===== config.mk =====
export PLATFORM = sky130hd
export DESIGN_NAME = pdp8_pr
export DESIGN_NICKNAME = d
export VERILOG_FILES = /design/src/rtl/pdp8_pkg.sv /design/src/rtl/pdp8_pr_timer.sv /design/src/rtl/pdp8_pr.sv
export SDC_FILE = /design/constraint.sdc
export NUM_CORES = 1
export LEC_CHECK = 0
export ABC_AREA = 0
export BUFFER_PORTS_ARGS = -buffer_cell sky130_fd_sc_hd__buf_2
export CAP_MARGIN = 30
export CORE_ASPECT_RATIO = 1.75
export CORE_MARGIN = 10
export CORE_UTILIZATION = 47
export CTS_CLUSTER_SIZE = 24
export DETAILED_ROUTE_END_ITERATION = 10
export HOLD_SLACK_MARGIN = 0.02
export PLACE_DENSITY = 0.78
export SYNTH_ARGS = -nofsm -noshare
export SYNTH_HDL_FRONTEND = slang
export SYNTH_SLANG_ARGS = --single-unit

===== constraint.sdc =====
create_clock -name clk -period 3.3 [get_ports clk]
set_clock_uncertainty 0.2 [all_clocks]
set_input_delay 0.165 -clock clk [delete_from_list [all_inputs] [get_ports clk]]
set_output_delay 0.165 -clock clk [all_outputs]
set_load 0.05 [all_outputs]

===== src/rtl/pdp8_pkg.sv =====
`default_nettype none
// ============================================================================
// Module   : pdp8_pkg
// Purpose  : Shared PDP-8 I/O definitions used by the peripheral devices.
//            It holds the device codes, the IOT pulse bit positions and the
//            reader FSM state type.
// Revision : 1.0 - initial release
// ============================================================================
package pdp8_pkg;

  // IOT device codes on the shared bus
  localparam logic [5:0] DEV_KBD  = 6'o03;
  localparam logic [5:0] DEV_TTY  = 6'o04;
  localparam logic [5:0] DEV_PR   = 6'o01;
  localparam logic [5:0] DEV_PP   = 6'o02;

  // Paper-tape reader IOT pulse bits within mb[2:0]
  localparam int IOT_RSF = 0;   // skip on flag
  localparam int IOT_RRB = 1;   // read buffer into AC, clear flag
  localparam int IOT_RFC = 2;   // clear flag, fetch next character

  // Width of the reader character delay counter
  localparam int PR_TIMER_W = 16;

  // Reader fetch sequencer states
  typedef enum logic [1:0] {
    PR_IDLE  = 2'd0,
    PR_FETCH = 2'd1,
    PR_DELAY = 2'd2
  } pr_state_e;

endpackage : pdp8_pkg
`default_nettype wire


===== src/rtl/pdp8_pr_timer.sv =====
`default_nettype none
// ============================================================================
// Module   : pdp8_pr_timer
// Purpose  : Loadable down-counter that models the reader's per-character
//            mechanical delay. It saturates at zero and flags zero.
// Revision : 1.0 - initial release
// ============================================================================
module pdp8_pr_timer #(
  parameter int WIDTH = 16
) (
  input  logic             clk,
  input  logic             rst_n,
  input  logic             i_load,
  input  logic [WIDTH-1:0] i_load_val,
  input  logic             i_dec,
  output logic             o_zero
);

  logic [WIDTH-1:0] r_count;

  // Load takes priority; otherwise count down and hold at zero
  always_ff @(posedge clk or negedge rst_n) begin
    if (!rst_n) begin
      r_count <= '0;
    end else if (i_load) begin
      r_count <= i_load_val;
    end else if (i_dec && (r_count != '0)) begin
      r_count <= r_count - 1'b1;
    end
  end

  assign o_zero = (r_count == '0);

endmodule : pdp8_pr_timer
`default_nettype wire


===== src/rtl/pdp8_pr.sv =====
`default_nettype none
// ============================================================================
// Module   : pdp8_pr
// Purpose  : PDP-8 high-speed paper-tape reader. It decodes the RSF, RRB and
//            RFC IOTs once per IOT. It fetches one tape byte per RFC over a
//            valid/ready handshake. It raises the flag a fixed number of
//            cycles after each byte is accepted.
// Revision : 1.0 - initial release
// ============================================================================
module pdp8_pr
  import pdp8_pkg::*;
#(
  parameter logic [5:0] DEV_CODE   = DEV_PR,
  parameter int         CHAR_DELAY = 16
) (
  input  logic        clk,
  input  logic        reset,
  input  logic        iot,
  input  logic [3:0]  state,
  input  logic [11:0] mb,
  input  logic [11:0] io_data_in,
  input  logic [5:0]  io_select,
  output logic        io_selected,
  output logic [11:0] io_data_out,
  output logic        io_data_avail,
  output logic        io_interrupt,
  output logic        io_skip,
  output logic        io_clear_ac,
  input  logic        tape_valid,
  input  logic [7:0]  tape_data,
  output logic        tape_ready
);

  localparam logic [PR_TIMER_W-1:0] c_delay_load = PR_TIMER_W'(CHAR_DELAY - 1);

  pr_state_e r_state;
  logic      r_flag;
  logic [7:0] r_buf;
  logic      r_tape_ready;
  logic      r_sel_d;

  logic w_selected;
  logic w_exec;
  logic w_accept;
  logic w_timer_zero;
  logic w_flag_set;
  logic w_flag_clr;
  logic w_unused;

  // The CPU major state and AC are not needed to qualify reader IOTs.
  assign w_unused = ^{state, io_data_in, mb[11:3]};

  assign w_selected = iot & (io_select == DEV_CODE);
  // An IOT may stay on the bus for several cycles. Its pulses act only on
  // the first cycle.
  assign w_exec     = w_selected & ~r_sel_d;
  assign w_accept   = (r_state == PR_FETCH) & tape_valid & r_tape_ready;
  assign w_flag_set = (r_state == PR_DELAY) & w_timer_zero;
  // An IOT that executes this cycle beats a flag set in the same cycle.
  assign w_flag_clr = w_exec & (mb[IOT_RRB] | mb[IOT_RFC]);

  // Registered copy of the select used for first-cycle edge detection
  always_ff @(posedge clk or negedge reset) begin
    if (!reset) begin
      r_sel_d <= 1'b0;
    end else begin
      r_sel_d <= w_selected;
    end
  end

  // Fetch sequencer with registered handshake, buffer and flag
  always_ff @(posedge clk or negedge reset) begin
    if (!reset) begin
      r_state      <= PR_IDLE;
      r_flag       <= 1'b0;
      r_buf        <= 8'o0;
      r_tape_ready <= 1'b0;
    end else begin
      case (r_state)
        PR_IDLE: begin
          if (w_exec && mb[IOT_RFC]) begin
            r_state      <= PR_FETCH;
            r_tape_ready <= 1'b1;
          end
        end
        PR_FETCH: begin
          // Wait here indefinitely until the tape source supplies a byte.
          if (w_accept) begin
            r_buf        <= tape_data;
            r_tape_ready <= 1'b0;
            r_state      <= PR_DELAY;
          end
        end
        PR_DELAY: begin
          if (w_timer_zero) begin
            r_state <= PR_IDLE;
          end
        end
        default: begin
          r_state      <= PR_IDLE;
          r_tape_ready <= 1'b0;
        end
      endcase

      if (w_flag_clr) begin
        r_flag <= 1'b0;
      end else if (w_flag_set) begin
        r_flag <= 1'b1;
      end
    end
  end

  pdp8_pr_timer #(
    .WIDTH (PR_TIMER_W)
  ) u_timer (
    .clk        (clk),
    .rst_n      (reset),
    .i_load     (w_accept),
    .i_load_val (c_delay_load),
    .i_dec      (r_state == PR_DELAY),
    .o_zero     (w_timer_zero)
  );

  assign io_selected   = w_selected;
  assign io_data_out   = (w_selected && mb[IOT_RRB]) ? {4'b0000, r_buf} : 12'o0000;
  assign io_data_avail = w_selected & mb[IOT_RRB];
  assign io_clear_ac   = w_selected & mb[IOT_RRB];
  assign io_skip       = w_selected & mb[IOT_RSF] & r_flag;
  assign io_interrupt  = r_flag;
  assign tape_ready    = r_tape_ready;

endmodule : pdp8_pr
`default_nettype wire


**Word level (Yosys, flattened, before mapping)**

Index checks and enable logic that the tools add are counted.

- Bits in registers: 29
- Input bits: 46
- Output and inout port bits: 18

- Bitwise logic cells: 12
- Add/sub/neg operators: 1
- Multiplexer cells: 12
- Equal/unequal tests: 6
- Reduce and logical (&&, ||, !) cells: 11

Operators by type and width:

| cell | number |
|---|---|
| $mux 16 | 2 |
| $logic_not 16->1 | 1 |
| $reduce_bool 16->1 | 1 |
| $sub 16x1->16 const B | 1 |
| $and 1x1->1 | 9 |
| $mux 8 | 1 |
| $eq 6x1->1 const B | 1 |
| $mux 2 | 3 |
| $pmux 2 s3 | 1 |
| $reduce_and 3->1 | 2 |
| $mux 1 | 4 |
| $ne 2x2->1 const B | 2 |
| $reduce_bool 2->1 | 2 |
| $logic_and 1x1->1 | 3 |
| $pmux 1 s3 | 1 |
| $eq 2x1->1 const B | 1 |
| $eq 2x2->1 const B | 1 |
| $logic_not 2->1 | 1 |
| $ne 2x1->1 const B | 1 |
| $not 1->1 | 2 |
| $reduce_and 2->1 | 1 |
| $or 1x1->1 | 1 |

**Depth between registers and ports, before layout**

Gate-level depths: netlist (run 1).

- Word-level depth: 6
- Depth in mapped cells: 7
- Depth with buffers taken out: 6

**By module**

From an unflattened synthesis (run 1), not the netlist that was laid out.

- Cells, all modules: 183
- Area total of the unflattened synthesis: 1710.4 um^2

By module, submodules not included:

| module | sequential area each (um^2) | times used | area an instance (um^2) | cells an instance |
|---|---|---|---|---|
| pdp8_pr_timer | 400.4 | 1 | 1063.5 | 124 |
| pdp8_pr | 325.3 | 1 | 646.9 | 59 |

**Worst setup path before layout (run 1)**

OpenSTA, ideal clock, no wires.

- Path kind: in2out
- From: in io_select[2]
- To: out io_data_avail
- Arrival time: 2642 ps
- Cell stages on the path: 5
- Setup slack: 293 ps
- Path buffers: 2
- Path through: or4b_2 nor4b_2 clkbuf_1 and2_1 buf_4

- Cells in the longest elaborated chain, start to end: 3

Ends and longest elaborated chain:

| element | RTL line | RTL |
|---|---|---|
| from (decl) | pdp8_pr.sv:22 | `input logic [5:0] io_select,` |
| $eq 6x1->1 | pdp8_pr.sv:53 | `assign w_selected = iot & (io_select == DEV_CODE);` |
| $and 1x1->1 | pdp8_pr.sv:53 |  |
| named net io_selected | pdp8_pr.sv:23 | `output logic io_selected,` |
| $and 1x1->1 | -- |  |
| to (decl) | pdp8_pr.sv:25 | `output logic io_data_avail,` |

The timed path passes the listed nets, and every way through them passes these cells.

**Worst setup path after layout (run 1)**

- From: reg u_timer.r_count[0]
- To: reg u_timer.r_count[14]

- Cells in the longest elaborated chain, start to end: 3
- Elaborated cells between the ends (all ways): 6

Ends and longest elaborated chain:

| element | RTL line | RTL |
|---|---|---|
| from (decl) | pdp8_pr_timer.sv:19 | `logic [WIDTH-1:0] r_count;` |
| from (signal assigned) | pdp8_pr_timer.sv:26 | `r_count <= i_load_val;` |
| from (signal assigned) | pdp8_pr_timer.sv:28 | `r_count <= r_count - 1'b1;` |
| $sub 16x1->16 or $reduce_bool 16->1 (tied branches) | pdp8_pr_timer.sv:28, pdp8_pr_timer.sv:27 |  |
| $mux 16 or $logic_and 1x1->1 (tied branches) | pdp8_pr_timer.sv:27 | `end else if (i_dec && (r_count != '0)) begin` |
| $mux 16 or $reduce_bool 2->1 (tied branches) | -- |  |

Parallel ways exist; a longest one is shown, timed or not. The select of a mux whose other input is x is not followed.
A chain may end at the register's enable or synchronous reset.

==> flow_summary.toml, run 1 <==
[floorplan]
die_w_um = 63.4
coreArea_um2 = 3180
start_util_pct = 48.8
io-pin-count = 64
die-area_um2 = 6090
fp-row-count = 27
die_height_um = 96.0

[finish]
seq_area_um2 = 726
areaGrowthSynthToFinish_pct = 25.7
mostFrequentLayoutCells = "nand2_1 (40), buf_2 (34), dfrtp_1 (29)"
multi_input_area_um2 = 757
fillerInstances = 291
final_common_cell = "nand2_1"
num_antenna_cells = 0
instances_no_fill = 265
nets = 268
drive_above_1_share_pct = 23.0

[detailed_routing]
via_count = 1427
drt_pass1_iterations = 4
met2_length_um = 2110
routed.top_layer = "met4"
drt_iter0_markers = 51
wl_met1_um = 1510
wire_per_inst_um = 14.9
drtAntennaViolNets = 0
wl_met3_um = 214
drc = 0
drt-vias-per-instance = 5.38
drt_wl_total_um = 3950

[run]
cap_viol_max_count = 0

[logic_synthesis]
synth_edf_count = 0
syn_avg_cell_area_um2 = 8.86
synth_ff_type = "dfrtp_1"
synth_warnings = 0
ys_types = 35
ys_seq_elements = 29
seq_area_frac_synth_pct = 46.8
async_reset_ff_share_pct = 100
syn_inst = 175
synth.cell_area_um2 = 1550

[critical_path]
crit_fanout = 4
critPathBufInv = 1
rr_endpoint = "u_timer.r_count[14]"
ff2ff_path_depth = 6
r2r_slack_ps = 840
r2r_start = "u_timer.r_count[0]"
crit_path_end_kind = "register"
required_ps = 3300
critPathArrivalTime_ps = 2460
startpoint_type = "register"
critical_path.top_delay_family = "simple AND/OR/NAND/NOR gates"
critPathKind = "reg -> reg"
critical_path.max_stage_delay_ps = 520
crit_slowest_cell = "or3b_2"
cp_cell_sequence = "inv_1 -> ha_1 -> or3b_2 -> or3_1 -> or4_1 -> a21oi_1"

[cts]
cts_resized = 0
cts_sinks = 29
cts-root-buf = "clkbuf_8"
clk_latency_ps = 280
path_clk_slew_ps = 60
post-cts-setup-buffers = 0
clk_path_buf_depth = 2
htreeDepth = 2
cts_tree = "built"
numCtsBuffers = 5

[place]
gp_congestion = 0.850
placement.io_buffers = 34
dp.cells = 246
dp_hpwl_um = 2790

[timing]
timing.fmax_ghz = 0.407
fin_crit_ps = 2460
hold_violations = 0
slew_viol_final = 0
setup_viol = 0
fin_crit_sh_pct = 74.5
fin_setup_tns_ps = 0
rsz0062_at_grt = "no"
slew_headroom_pct = 37.9
worstMarginPinSlew_ps = 919

[hold_path]
hold_depth = 3
hold_end = "r_sel_d"
hold_start = "io_select[1]"
hold_path_class = "in -> reg"

[grt]
track_usage_pct = 13.4
gr-total-overflow = 0
grt_max_degree = 30
grt_pass1_vias = 1430
antenna_found_initial = 0
grt_pass1_wl_um = 6560

[run_status]
outcome = "finished clean"

[pwr]
p_per_area_nw_per_um2 = 376
p_leak_nw = 0.951
ir_drop_mv = 0.277
[power by group]
part | total (W) | switching, W | leakage (nW) | internal (W)
logic | 0.0000553 | 0.0000346 | 0.562 | 0.0000207
registers | 0.000360 | 0.00000186 | 0.335 | 0.000358
clock network | 0.000318 | 0.000129 | 0.0542 | 0.000188
total | 0.000732 | 0.000166 | 0.951 | 0.000567
[flip-flops by register name, indices dropped and copies added, names as in the netlist]
| name | flops |
|---|---|
| u_timer.r_count | 16 |
| r_buf | 8 |
| r_state | 2 |
| io_interrupt | 1 |
| r_sel_d | 1 |
| tape_ready | 1 |
[worst min-delay path, stage by stage]
cell	delay [ps]
buf_2	80
nor4b_2	40
buf_4	170
[worst max path at each step]
stage / from / endpoint / slack, ps / cells after the start
global placement: u_timer.r_count[0] / u_timer.r_count[14] / 890 / 6
finish: u_timer.r_count[0] / u_timer.r_count[14] / 840 / 6
detailed placement: u_timer.r_count[0] / u_timer.r_count[14] / 870 / 6
global route: u_timer.r_count[0] / u_timer.r_count[14] / 730 / 6
CTS: u_timer.r_count[0] / u_timer.r_count[14] / 840 / 6
floorplan: io_select[2] / io_data_avail / 290 / 5
[cell type report]
type                    instances  area share (%)
repair buffers                 47            15.2
flip-flops and latches         29            37.3
inverters                       4           0.771
clock buffers                   7            4.95
well taps                      43            2.76
clock inverters                 1           0.257
multi-input cells             134            38.9
[timing repair]
item	CTS	global route
endpoints found under the hold margin	40	0
setup endpoints to repair	0	0
hold buffers	11	0
[logic make-up (layout without fill, tap and decap cells)]
| family | Yosys count | count (layout) | share of synthesized area [%] |
|---|---|---|---|
| AOI/OAI and AO/OA | 24 | 24 | 9.28 |
| buffers and inverters | 15 | 59 | 5.08 |
| other | 1 | 4 | 0.242 |
| DFF | 29 | 29 | 46.8 |
| muxes | 6 | 6 | 3.87 |
| adders and majority gates | 1 | 1 | 0.807 |
| and+or+nand+nor | 99 | 99 | 33.9 |
[routing by layer]
layer	vias up	global-route usage [%]
li1	706	-
met1	667	13.3
met2	41	24.5
met3	13	3.84
met4	0	7.88
met5	-	0
[through the flow]
step / utilization, % / total power, W / instance area [um^2] / hold WS (ps) / setup slack, ps
after CTS: 61.3 / 0.000739 / 1950 / 30.9 / 845
final: 61.3 / 0.000732 / 1950 / 30.6 / 841
after floorplan: - / 0.000391 / 1560 / -331 / 293
after detailed placement: 54.7 / 0.000412 / 1740 / 35.6 / 871
after global placement: 54.7 / 0.000411 / 1740 / 30.2 / 892
after global routing: 61.3 / 0.000761 / 1950 / 44.6 / 730
[synthesized netlist by cell type, types with 2 or more instances]
cell | count | share of area, %
nor3_1 | 3 | 0.97
nor4_1 | 5 | 2.0
o21ai_0 | 6 | 1.9
or2_2 | 2 | 0.81
o211ai_1 | 2 | 0.97
o31ai_1 | 3 | 1.5
or3_1 | 6 | 2.4
dfrtp_1 | 29 | 47
nand3_1 | 3 | 0.97
nand2_1 | 40 | 9.7
clkbuf_1 | 5 | 1.2
or4_1 | 4 | 1.9
inv_1 | 4 | 0.97
nand4_1 | 5 | 2.0
a31oi_1 | 2 | 0.81
nor2_1 | 10 | 2.4
buf_4 | 6 | 2.9
and3_1 | 10 | 4.0
a21oi_1 | 9 | 2.9
mux2i_1 | 6 | 3.9
Power figures use the tool's default switching activity.
==> run 2, diff against run 1 <==
--- a/config.mk
+++ b/config.mk
@@ -10,11 +10,11 @@
 export CAP_MARGIN = 30
 export CORE_ASPECT_RATIO = 1.75
 export CORE_MARGIN = 10
-export CORE_UTILIZATION = 47
+export CORE_UTILIZATION = 43
 export CTS_CLUSTER_SIZE = 24
 export DETAILED_ROUTE_END_ITERATION = 10
 export HOLD_SLACK_MARGIN = 0.02
-export PLACE_DENSITY = 0.78
+export PLACE_DENSITY = 0.76
 export SYNTH_ARGS = -nofsm -noshare
 export SYNTH_HDL_FRONTEND = slang
 export SYNTH_SLANG_ARGS = --single-unit
==> constraint.sdc (replaced) <==
create_clock -name clk -period 2.2 [get_ports clk]
set_clock_uncertainty 0.2 [all_clocks]
set_input_delay 0.11 -clock clk [delete_from_list [all_inputs] [get_ports clk]]
set_output_delay 0.11 -clock clk [all_outputs]
set_load 0.05 [all_outputs]
==> run 2 against run 1 <==
Against the previous run:
- the run now ends with setup timing left
- utilization is 4.5 points higher
- non-clock buffer count is 29 higher
- cell count is 12% higher
- die area is 6.8% higher
- maximum frequency is 9.5% higher
==> flow_summary.toml, run 2 (synthesis gave the netlist of run 1 again) <==
[hold_path]
hold_start = "mb[1]"
hold_path_class = "in -> reg"

[timing]
whs_ps = 56.7
fin_crit_ps = 2250
slew_headroom_pct = 56.6
fin_ws_ps = -45.8
rsz0062_at_grt = "yes"
slew_viol_final = 0
timing.fmax_ghz = 0.445
hold_violations = 0
fin_setup_tns_ps = -124
fin_crit_sh_pct = 102
worstMarginPinSlew_ps = 651
setup_viol = 3

[detailed_routing]
drt_iter0_markers = 76
drtAntennaViolNets = 0
drt_pass1_iterations = 4
drc = 0
wire_per_inst_um = 15.6
drt-vias-per-instance = 5.37
drt_wl_total_um = 4630
via_count = 1590

[floorplan]
die_height_um = 99.4
die_w_um = 65.4
start_util_pct = 45.2
fp-row-count = 28
io-pin-count = 64
die-area_um2 = 6500
coreArea_um2 = 3430

[cts]
path_clk_slew_ps = 60
cts_tree = "built"
htreeDepth = 2
cts_sinks = 29
cts-root-buf = "clkbuf_8"
numCtsBuffers = 5
clk_latency_ps = 280
clk_path_buf_depth = 2

[critical_path]
critPathArrivalTime_ps = 2260
cp_cell_sequence = "buf_6 -> or4_4 -> or4_4 -> or3_4 -> a21oi_2"
crit_slowest_cell = "or4_4"
crit_fanout = 4
required_ps = 2210
r2r_start = "u_timer.r_count[1]"
crit_path_end_kind = "register"
crit_path_frequent_cell = "or4_4"
startpoint_type = "register"
critPathKind = "reg -> reg"
critical_path.max_stage_delay_ps = 470
startpoint = "u_timer.r_count[1]"

[run_status]
outcome = "finished, violations left"
violations = "setup timing"

[pwr]
power_w = 0.00111
ir_drop_mv = 0.358
p_leak_nw = 1.10
p_per_area_nw_per_um2 = 490

[finish]
drive_above_1_share_pct = 39.4
largest_reg_flops = 16
reg_top3 = "u_timer.r_count x16, r_buf x8, r_state x2"
final_common_cell = "nand2_1"
instances_no_fill = 296
top_register = "u_timer.r_count"
areaGrowthSynthToFinish_pct = 45.9
fin_area_um2 = 2260
fillerInstances = 264
num_antenna_cells = 0
mostFrequentLayoutCells = "nand2_1 (40), buf_2 (34), dfrtp_1 (29)"
nets = 297

[place]
gp_congestion = 0.846
placement.io_buffers = 34
placed_area_um2 = 1920
dp_hpwl_um = 3000
dp.cells = 270

[grt]
antenna_found_initial = 0
gr-total-overflow = 0
grt_max_degree = 30
grt_pass1_wl_um = 7470
track_usage_pct = 14.3
grt_pass1_vias = 1623

[run]
cap_viol_max_count = 0
[run 2: cell count changes in the layout (fill, tap and decap cells not counted), sizes merged]
cell         delta
dlygate4sd3     +2
buf            +27
[run 2: worst paths after layout]
| kind | to | slack (ps) | cells past startpoint |
|---|---|---|---|
| max in group asynchronous | r_buf[1] | 1180 | 2 |
| worst min register to register | r_buf[0] | 270 | 2 |
| worst max register to register | u_timer.r_count[13] | -50 | 5 |
| worst min-delay path | io_interrupt | 60 | 4 |
| min in group asynchronous | u_timer.r_count[1] | 190 | 2 |
| worst max-delay path | u_timer.r_count[13] | -50 | 5 |
[run 2: stage by stage]
step	setup slack (ps)	util, %
3_5_place_dp	-72.5	55.8
4_1_cts	-34.1	63.6
3_3_place_gp	-70.3	55.8
5_1_grt	-89.5	65.9
2_1_floorplan	-7.16	-
6_report	-45.8	65.9
[run 2: critical path: cells and delay by family (launching register included)]
family	cells	cell delay (ps)
flip-flops	1	430
AND/OR/NAND/NOR	3	1290
AO/OA/AOI/OAI	1	110
buffers and inverters	1	140
[run 2: final cells by class]
type                            instances  area [um^2]  area share, %
Multi-Input combinational cell        134          838           37.1
Sequential cell                        29          726           32.1
Timing Repair Buffer                   76          526           23.2
Clock buffer                            7         96.3           4.26
Tap cell                               45         56.3           2.49
Inverter                                4         15.0          0.664
Clock inverter                          1         5.00          0.221
[run 2: metal layers]
layer | up-vias | share of wire (%) | track usage (%)
li1 | 769 | - | -
met1 | 755 | 39 | 14.2
met2 | 56 | 53 | 26.0
met3 | 10 | 6.2 | 3.71
met4 | 0 | 2.3 | 7.45
met5 | - | 0 | 0
[run 2: timing repair]
item                                    4_1_cts  5_1_grt
pin swaps                                     4        6
gates resized for setup                       6       12
hold buffers                                 13        0
endpoints found under the setup margin        4       10
buffers inserted                              1        4
hold endpoints to repair                     41        0
[run 2: power by group]
part           switching, W  internal, W  leakage (nW)
logic             0.0000531    0.0000324         0.715
clock network      0.000202     0.000282        0.0542
registers        0.00000238     0.000537         0.335
